## config.mk

```make
export PLATFORM = sky130hd
export DESIGN_NAME = axi_read_burst_scheduler
export DESIGN_NICKNAME = d
export VERILOG_FILES = /design/src/rtl/axi_read_burst_scheduler.sv
export SDC_FILE = /design/constraint.sdc
export NUM_CORES = 1
export LEC_CHECK = 0
export ABC_CLOCK_PERIOD_IN_PS = 6200
export BUFFER_PORTS_ARGS = -buffer_cell sky130_fd_sc_hd__buf_2
export CAP_MARGIN = 20
export CORE_ASPECT_RATIO = 0.5
export CORE_UTILIZATION = 40
export CTS_CLUSTER_DIAMETER = 80
export DETAILED_ROUTE_END_ITERATION = 10
export GPL_TIMING_DRIVEN = 0
export HOLD_SLACK_MARGIN = 0.02
export PLACE_DENSITY = 0.58
export RECOVER_POWER = 25
export SETUP_SLACK_MARGIN = 0.4
export SLEW_MARGIN = 20
export SYNTH_ARGS = -nofsm -noshare
export SYNTH_HDL_FRONTEND = slang
export SYNTH_SLANG_ARGS = --single-unit
```

## constraint.sdc

```tcl
create_clock -name M_AXI_ACLK -period 6.2 [get_ports M_AXI_ACLK]
set_input_delay 1.24 -clock M_AXI_ACLK [delete_from_list [all_inputs] [get_ports M_AXI_ACLK]]
set_output_delay 1.24 -clock M_AXI_ACLK [all_outputs]
set_load 0.05 [all_outputs]
```

## src/rtl/axi_read_burst_scheduler.sv

```systemverilog
// AXI4 read-address sequencer for the DDR FIFO read path: fixed-length INCR bursts over a circular region.
// Optional statistics counters (stat_bursts, stat_stall) are built when RD_SCHED_STATS_EN is defined.
module axi_read_burst_scheduler #(
   parameter int                unsigned ADDR_W          = 32,
   parameter int                unsigned DATA_W          = 64,
   parameter int                unsigned BURST_LEN       = 16,
   parameter logic [ADDR_W-1:0]          BASE_ADDR       = '0,
   parameter int                unsigned REGION_BYTES    = 1048576,
   parameter int                unsigned MAX_OUTSTANDING = 4
) (
   input  logic              M_AXI_ACLK,
   input  logic              M_AXI_ARESETN,
   input  logic              rd_en,
   input  logic [31:0]       ddr_avail_beats,
   input  logic [15:0]       fifo_free,
   output logic [ADDR_W-1:0] M_AXI_ARADDR,
   output logic [7:0]        M_AXI_ARLEN,
   output logic [2:0]        M_AXI_ARSIZE,
   output logic [1:0]        M_AXI_ARBURST,
   output logic              M_AXI_ARVALID,
   input  logic              M_AXI_ARREADY,
   input  logic              M_AXI_RVALID,
   input  logic              M_AXI_RREADY,
   input  logic              M_AXI_RLAST,
   output logic              rd_commit,
   output logic [2:0]        outstanding,
   output logic              rd_busy
`ifdef RD_SCHED_STATS_EN
   ,
   output logic [31:0]       stat_bursts,
   output logic [31:0]       stat_stall
`endif
);

   localparam int unsigned       BURST_BYTES = BURST_LEN * (DATA_W / 8);
   localparam logic [ADDR_W-1:0] STEP_A      = ADDR_W'(BURST_BYTES);
   localparam logic [ADDR_W-1:0] END_A       = BASE_ADDR + ADDR_W'(REGION_BYTES);
   localparam logic [31:0]       BL32        = 32'(BURST_LEN);
   localparam logic [31:0]       MAX_OUT32   = 32'(MAX_OUTSTANDING);

   typedef enum logic [0:0] {
      ST_IDLE,
      ST_ADDR
   } state_t;

   state_t            state_reg;
   logic              arvalid_reg;
   logic [ADDR_W-1:0] araddr_reg;
   logic              rd_en_reg;
   logic [31:0]       ddr_avail_reg;
   logic [15:0]       fifo_free_reg;
   logic [31:0]       res_reg;
   logic [31:0]       res_next;
   logic [2:0]        outstanding_reg;
   logic [2:0]        outstanding_next;
   logic              rd_commit_reg;
   logic [ADDR_W-1:0] addr_next;
   logic              ar_hs;
   logic              r_hs;
   logic              last_hs;
   logic              fifo_ok;
   logic              ddr_ok;
   logic              slot_ok;
   logic              issue_ok;

   assign ar_hs   = arvalid_reg & M_AXI_ARREADY;
   assign r_hs    = M_AXI_RVALID & M_AXI_RREADY;
   assign last_hs = r_hs & M_AXI_RLAST;

   // FIFO must absorb every reserved beat plus the new burst
   assign fifo_ok  = {16'd0, fifo_free_reg} >= (res_reg + BL32);
   assign ddr_ok   = ddr_avail_reg >= ((32'(outstanding_reg) + 32'd1) * BL32);
   assign slot_ok  = 32'(outstanding_reg) < MAX_OUT32;
   assign issue_ok = rd_en_reg & slot_ok & fifo_ok & ddr_ok;

   assign addr_next = ((araddr_reg + STEP_A) == END_A) ? BASE_ADDR : (araddr_reg + STEP_A);

   always_comb begin
      res_next = res_reg;
      if (ar_hs && r_hs) begin
         res_next = res_reg + BL32 - 32'd1;
      end else if (ar_hs) begin
         res_next = res_reg + BL32;
      end else if (r_hs && (res_reg != 32'd0)) begin
         res_next = res_reg - 32'd1;
      end
   end

   // An RLAST with nothing outstanding is a protocol error; hold at zero
   always_comb begin
      outstanding_next = outstanding_reg;
      if (ar_hs && !last_hs) begin
         outstanding_next = outstanding_reg + 3'd1;
      end else if (!ar_hs && last_hs && (outstanding_reg != 3'd0)) begin
         outstanding_next = outstanding_reg - 3'd1;
      end
   end

   always_ff @(posedge M_AXI_ACLK or negedge M_AXI_ARESETN) begin
      if (!M_AXI_ARESETN) begin
         rd_en_reg       <= 1'b0;
         ddr_avail_reg   <= '0;
         fifo_free_reg   <= '0;
         res_reg         <= '0;
         outstanding_reg <= '0;
         rd_commit_reg   <= 1'b0;
      end else begin
         rd_en_reg       <= rd_en;
         ddr_avail_reg   <= ddr_avail_beats;
         fifo_free_reg   <= fifo_free;
         res_reg         <= res_next;
         outstanding_reg <= outstanding_next;
         rd_commit_reg   <= last_hs;
      end
   end

   // ARVALID and ARADDR stay frozen in ADDR until accepted, whatever rd_en does
   always_ff @(posedge M_AXI_ACLK or negedge M_AXI_ARESETN) begin
      if (!M_AXI_ARESETN) begin
         state_reg   <= ST_IDLE;
         arvalid_reg <= 1'b0;
         araddr_reg  <= BASE_ADDR;
      end else begin
         case (state_reg)
            ST_IDLE: begin
               if (issue_ok) begin
                  arvalid_reg <= 1'b1;
                  state_reg   <= ST_ADDR;
               end
            end
            ST_ADDR: begin
               if (ar_hs) begin
                  arvalid_reg <= 1'b0;
                  araddr_reg  <= addr_next;
                  state_reg   <= ST_IDLE;
               end
            end
            default: begin
               arvalid_reg <= 1'b0;
               state_reg   <= ST_IDLE;
            end
         endcase
      end
   end

`ifdef RD_SCHED_STATS_EN
   logic [31:0] stat_bursts_reg;
   logic [31:0] stat_stall_reg;

   always_ff @(posedge M_AXI_ACLK or negedge M_AXI_ARESETN) begin
      if (!M_AXI_ARESETN) begin
         stat_bursts_reg <= '0;
         stat_stall_reg  <= '0;
      end else begin
         if (ar_hs) begin
            stat_bursts_reg <= stat_bursts_reg + 32'd1;
         end
         if ((state_reg == ST_IDLE) && rd_en_reg && !issue_ok && (stat_stall_reg != '1)) begin
            stat_stall_reg <= stat_stall_reg + 32'd1;
         end
      end
   end

   assign stat_bursts = stat_bursts_reg;
   assign stat_stall  = stat_stall_reg;
`endif

   assign M_AXI_ARADDR  = araddr_reg;
   assign M_AXI_ARLEN   = 8'(BURST_LEN - 1);
   assign M_AXI_ARSIZE  = 3'($clog2(DATA_W / 8));
   assign M_AXI_ARBURST = 2'b01;
   assign M_AXI_ARVALID = arvalid_reg;
   assign rd_commit     = rd_commit_reg;
   assign outstanding   = outstanding_reg;
   assign rd_busy       = arvalid_reg | (outstanding_reg != 3'd0);

endmodule

```

=== Yosys cells after proc, flatten, opt, wreduce, memory -nomap -nowiden ===
Cells that the tools add are included.

* Bits in registers: 119
* Output and inout port bits: 51

* Add/subtract/negate cells: 7
* $lt $le $gt $ge: 3
* Equality and inequality tests: 3
* Mux-type cells: 12
* Bitwise logic cells: 8
* Reductions and logical operators: 13

{| class="wikitable"
|+ Operators by type and width
! operator !! count
|-
| 32-bit 2-to-1 mux || 4
|-
| 32-bit by 1-bit subtractor with 32-bit output (second input constant) || 2
|-
| 32-bit by 5-bit adder with 32-bit output (second input constant) || 1
|-
| 32-bit by 8-bit adder with 32-bit output (second input constant) || 1
|-
| 32-bit by 21-bit equality test with 1-bit output (second input constant) || 1
|-
| 16-bit by 32-bit greater-or-equal comparator with 1-bit output || 1
|-
| 32-bit by 8-bit greater-or-equal comparator with 1-bit output || 1
|-
| 32-bit nonzero test || 1
|-
| 1-bit bitwise AND || 6
|-
| 3-bit 2-to-1 mux || 2
|-
| 3-bit nonzero test || 2
|-
| 1-bit logical AND || 5
|-
| 3-bit by 1-bit adder with 4-bit output (second input constant) || 1
|-
| 1-bit 2-to-1 mux || 4
|-
| 1-bit case mux with 2 select lines || 2
|-
| 2-bit AND reduction || 2
|-
| 3-bit by 1-bit adder with 3-bit output (second input constant) || 1
|-
| 3-bit < comparator (second input constant) || 1
|-
| 3-bit by 1-bit subtractor with 3-bit output (second input constant) || 1
|-
| 1-bit zero test || 2
|-
| 2-bit by 1-bit != test with 1-bit output (second input constant) || 1
|-
| 2-bit != test (second input constant) || 1
|-
| 2-bit nonzero test || 1
|-
| 1-bit NOT || 1
|-
| 1-bit bitwise OR || 1
|}

=== Longest topological paths before layout ===
* Depth in word-level cells: 6
* Depth in mapped cells: 13
* Depth with buffers taken out: 12

=== Worst setup path after synthesis ===
OpenSTA, ideal clock, no wires.

* Path kind: flip-flop to output port
* From: reg outstanding_reg[0] (netlist: outstanding[0])
* To: out rd_busy
* Arrival time: 1.473 ns
* Data required time: 4.960 ns
* Setup slack: 3.487 ns
* Cell stages (with the launch flop): 4
* Path through: dfrtp_1 -> inv_1 -> ha_1 -> nand3b_1

* Word-level cells in the longest chain between the ends: 2

{| class="wikitable"
|+ RTL lines
! item !! line !! text
|-
| start, declared || 54 || <nowiki>logic [2:0] outstanding_reg;</nowiki>
|-
| start signal, assigned || 112 || <nowiki>outstanding_reg <= outstanding_next;</nowiki>
|-
| 3-bit nonzero test || 175 || <nowiki>assign rd_busy = arvalid_reg | (outstanding_reg != 3'd0);</nowiki>
|-
| 1-bit bitwise OR || 175 ||
|-
| end, declared || 27 || <nowiki>output logic rd_busy</nowiki>
|}

No other way between the ends.

=== Final worst setup path ===
* From: reg res_reg[4]
* To: reg state_reg

* Word-level cells in the longest chain between the ends: 6

{| class="wikitable"
|+ RTL lines
! item !! line !! text
|-
| start, declared || 52 || <nowiki>logic [31:0] res_reg;</nowiki>
|-
| start signal, assigned || 111 || <nowiki>res_reg <= res_next;</nowiki>
|-
| 32-bit by 5-bit adder with 32-bit output || 71 || <nowiki>assign fifo_ok = {16'd0, fifo_free_reg} >= (res_reg + BL32);</nowiki>
|-
| 16-bit by 32-bit greater-or-equal comparator with 1-bit output || 71 ||
|-
| 1-bit bitwise AND (2 in a row) || 74 || <nowiki>assign issue_ok = rd_en_reg & slot_ok & fifo_ok & ddr_ok;</nowiki>
|-
| 1-bit 2-to-1 mux || 126 || <nowiki>if (issue_ok) begin</nowiki>
|-
| 1-bit case mux with 2 select lines || 124 || <nowiki>case (state_reg)</nowiki>
|-
| end signal, assigned || 120 || <nowiki>state_reg <= ST_IDLE;</nowiki>
|-
| end signal, assigned || 128 || <nowiki>state_reg <= ST_ADDR;</nowiki>
|-
| end signal, assigned || 135 || <nowiki>state_reg <= ST_IDLE;</nowiki>
|-
| end, declared || 46 || <nowiki>state_t state_reg;</nowiki>
|}

No other way between the ends.
A chain may end at the register's enable or synchronous reset.

==> results by group <==
Status
  • Status: complete, no violations

Finish
  • Final instance area: between 0.008 and 0.009 sq mm
  • Post-layout util: 47.7%
  • Layout cells sized above 1: 18.8%
  • Area grow syn2layout: 15.8%
  • Fillers: 1739
  • Diodes inserted: 0
  • Fin nets: 970

Timing
  • Tmin final: 3.41 ns
  • Worst rel slew slack: 47.7%
  • Tcrit/Tclk final: 55.0%
  • Worst slew pin tran: slightly below 0.8 ns
  • Slew Viols, Final: 0
  • Unrepaired setup endpoints after global routing: no
  • Final setup viols: 0
  • Final-report hold violation count: 0
  • Fmax: 293 MHz
  • Skew final: 0.0145 ns
  • Setup TNS: 0 ns

Worst setup path
  • Crit path DAT: 3.66 ns
  • Reg2reg setup slack: around 2.8 ns
  • Worst Path Required: 6.45 ns
  • CP Launch Type: flop
  • Worst r2r path cells: 12
  • R2R Path Start: res_reg[4]
  • Crit end category: flop
  • Crit path max fanout: 11
  • WS Path Type: reg -> reg
  • RR Endpoint: state_reg

Logic synthesis
  • Synth Cell Area: 0.00721 sq mm
  • Commonest cells post-synth: dfrtp_1, nand2_1, xnor2_1
  • Post-Syn Instances: slightly below 800
  • Sequential area share after synthesis: 38.9%
  • Mapped Avg Cell Area: 9.34 sq um
  • FFs w/ async S/R, synth: 100%
  • Largest area contributor in the netlist: dfrtp_1
  • Post-synth EDFFs: 0
  • Post-synth top area share: 38.9%
  • Synth area leaders: dfrtp_1, xnor2_1, ha_1, nand2_1, xor2_1
  • Most frequent cell after synthesis: dfrtp_1
  • Distinct cell type count after synthesis: 82
  • Yosys warning count: 0
  • FF+latch count, synth: 112
  • Synth Flop Type: dfrtp_1

Clock tree
  • Resized Gates After CTS: 0
  • Sink Count: 112
  • Worst skew pair latency: between 0.3 and 0.4 ns
  • CTS tree: built
  • Max clock buf depth: 2
  • CTS Buf Count: 9
  • Clk slew on worst S/H paths: 0.09 ns
  • Postcts setup bufs: 0
  • CTS root buf: clkbuf_16
  • CTS Hold Bufs: 0
  • H-tree Lvls: 3

Placed design
  • Cell area after placement: 0.00803 sq mm
  • Routability cong.: roughly 0.91
  • Port Buf Inserts: 85
  • Final HPWL DP: 13700 um

Power and ir drop
  • Total Power: 2580 uW
  • VDD IR-drop max: 168 uV
  • Power Density: 309 mW/mm^2
  • Lkg Pwr: 0.00359 uW

Die
  • Initial Utilization: 41.2%
  • Core ar.: approximately 0.018 sq mm
  • Die Ht: 97.0 um
  • Die area: roughly 0.019 sq mm
  • Io pins: between 100 and 150
  • Die span in x: around 190 um
  • FP Rows: 34

GRT
  • GRT Total Usage: 20.9%
  • Initial antenna violation count: 0
  • Largest net degree at the start of global routing: 69
  • Global-route wire length before repair: 30800 um
  • Gr ovfl total: 0
  • Number of global-route vias before repair: 5989

Route
  • Number of vias per cell: 5.43
  • Vias: 6110
  • ANT nets after route: 0
  • Routed wire length: approximately 18000 um
  • Wire length per cell: around 16 um
  • 1st-pass router iterations: 5
  • Initial DRC count: 450
  • Residual DRC: 0

Hold path
  • Hold depth: 1
  • Hold Path Class: reg -> reg
  • Hold_sp: M_AXI_ARADDR[31]
  • Hold EP: M_AXI_ARADDR[31]

Job
  • Max Cap Viol: 0
-- stage by stage --
stage / cells / setup WS [ns] / hold slack (ns)
after global routing: 1126 / 2.56 / 0.549
after CTS: 1126 / 2.82 / 0.528
after floorplan: 790 / 3.49 / 0.477
after detailed placement: 1110 / 2.84 / 0.511
final: 1126 / 2.79 / 0.517
after global placement: 1109 / 2.48 / 0.511
-- power by group --
group / switching [uW] / internal, uW
logic: 624 / 388
registers: 114 / 829
clock network: 323 / 300
-- worst max path at each step --
stage                   start  slack [ns]  depth (start not counted)                 to
2_1_floorplan  outstanding[0]        3.49                          3            rd_busy
3_3_place_gp    M_AXI_ARESETN        2.48                          1  ddr_avail_reg[11]
3_5_place_dp       res_reg[4]        2.84                         12      M_AXI_ARVALID
4_1_cts            res_reg[4]        2.82                         12          state_reg
5_1_grt            res_reg[4]        2.56                         12          state_reg
6_report           res_reg[4]        2.79                         12          state_reg
-- layout make-up --
| class | instances | area, sq um | share of cell area, % |
|---|---|---|---|
| tap | 234 | 293 | 3.51 |
| inverter | 20 | 75.1 | 0.899 |
| timing repair buffer | 86 | 459 | 5.50 |
| clock buffer | 9 | 225 | 2.70 |
| clock inverter | 7 | 95.1 | 1.14 |
| multi-input combinational | 593 | 4040 | 48.4 |
| buffer | 65 | 362 | 4.33 |
| sequential | 112 | 2800 | 33.6 |
-- worst max-delay path, stage by stage (launching register included) --
cell      delay, ns
dfrtp_1        0.60
ha_1           0.25
nand3_1        0.25
nor4_1         0.39
or2_1          0.33
inv_1          0.08
ha_1           0.30
a21o_1         0.18
a21oi_1        0.37
a221oi_1       0.19
and3_1         0.20
nand4_1        0.10
nand2_1        0.07
-- per-layer routing --
| metal | GRT usage, % | vias to the layer above | routed length (um) |
|---|---|---|---|
| met3 | 4.10 | 31 | 920 |
| met1 | 29.3 | 2941 | 8770 |
| met4 | 5.13 | 0 | 306 |
| met5 | 0 | - | 0 |
| li1 | - | 2963 | - |
| met2 | 32.9 | 175 | 8280 |
-- layout by cell type, fill, tap and decap left out, types with 5 or more instances in the layout --
cell and instances:
a211oi_1 5, a21o_1 8, a21oi_1 19, a31oi_1 8, and2_1 8, and3_1 22, and4_1 7, buf_2 91
buf_4 27, clkbuf_1 28, clkbuf_16 9, conb_1 20, dfrtp_1 112, ha_1 27, inv_1 20, nand2_1 72
nand3_1 43, nand3b_1 5, nand4_1 28, nor2_1 56, nor3_1 19, nor4_1 19, o2111ai_1 5, o211ai_1 6
o21ai_0 16, o22ai_1 5, o31a_1 5, or3_1 7, xnor2_1 68, xor2_1 25
-- cells by family after synthesis --
| family | share of synthesized area [%] |
|---|---|
| compound gates | 11.5 |
| xor+xnor | 11.3 |
| fa+ha+maj | 4.96 |
| buf+inv | 6.05 |
| flops | 38.9 |
| mux | 1.53 |
| other cells | 0.104 |
| simple gates | 25.7 |
(Power assumes the default switching activity.)
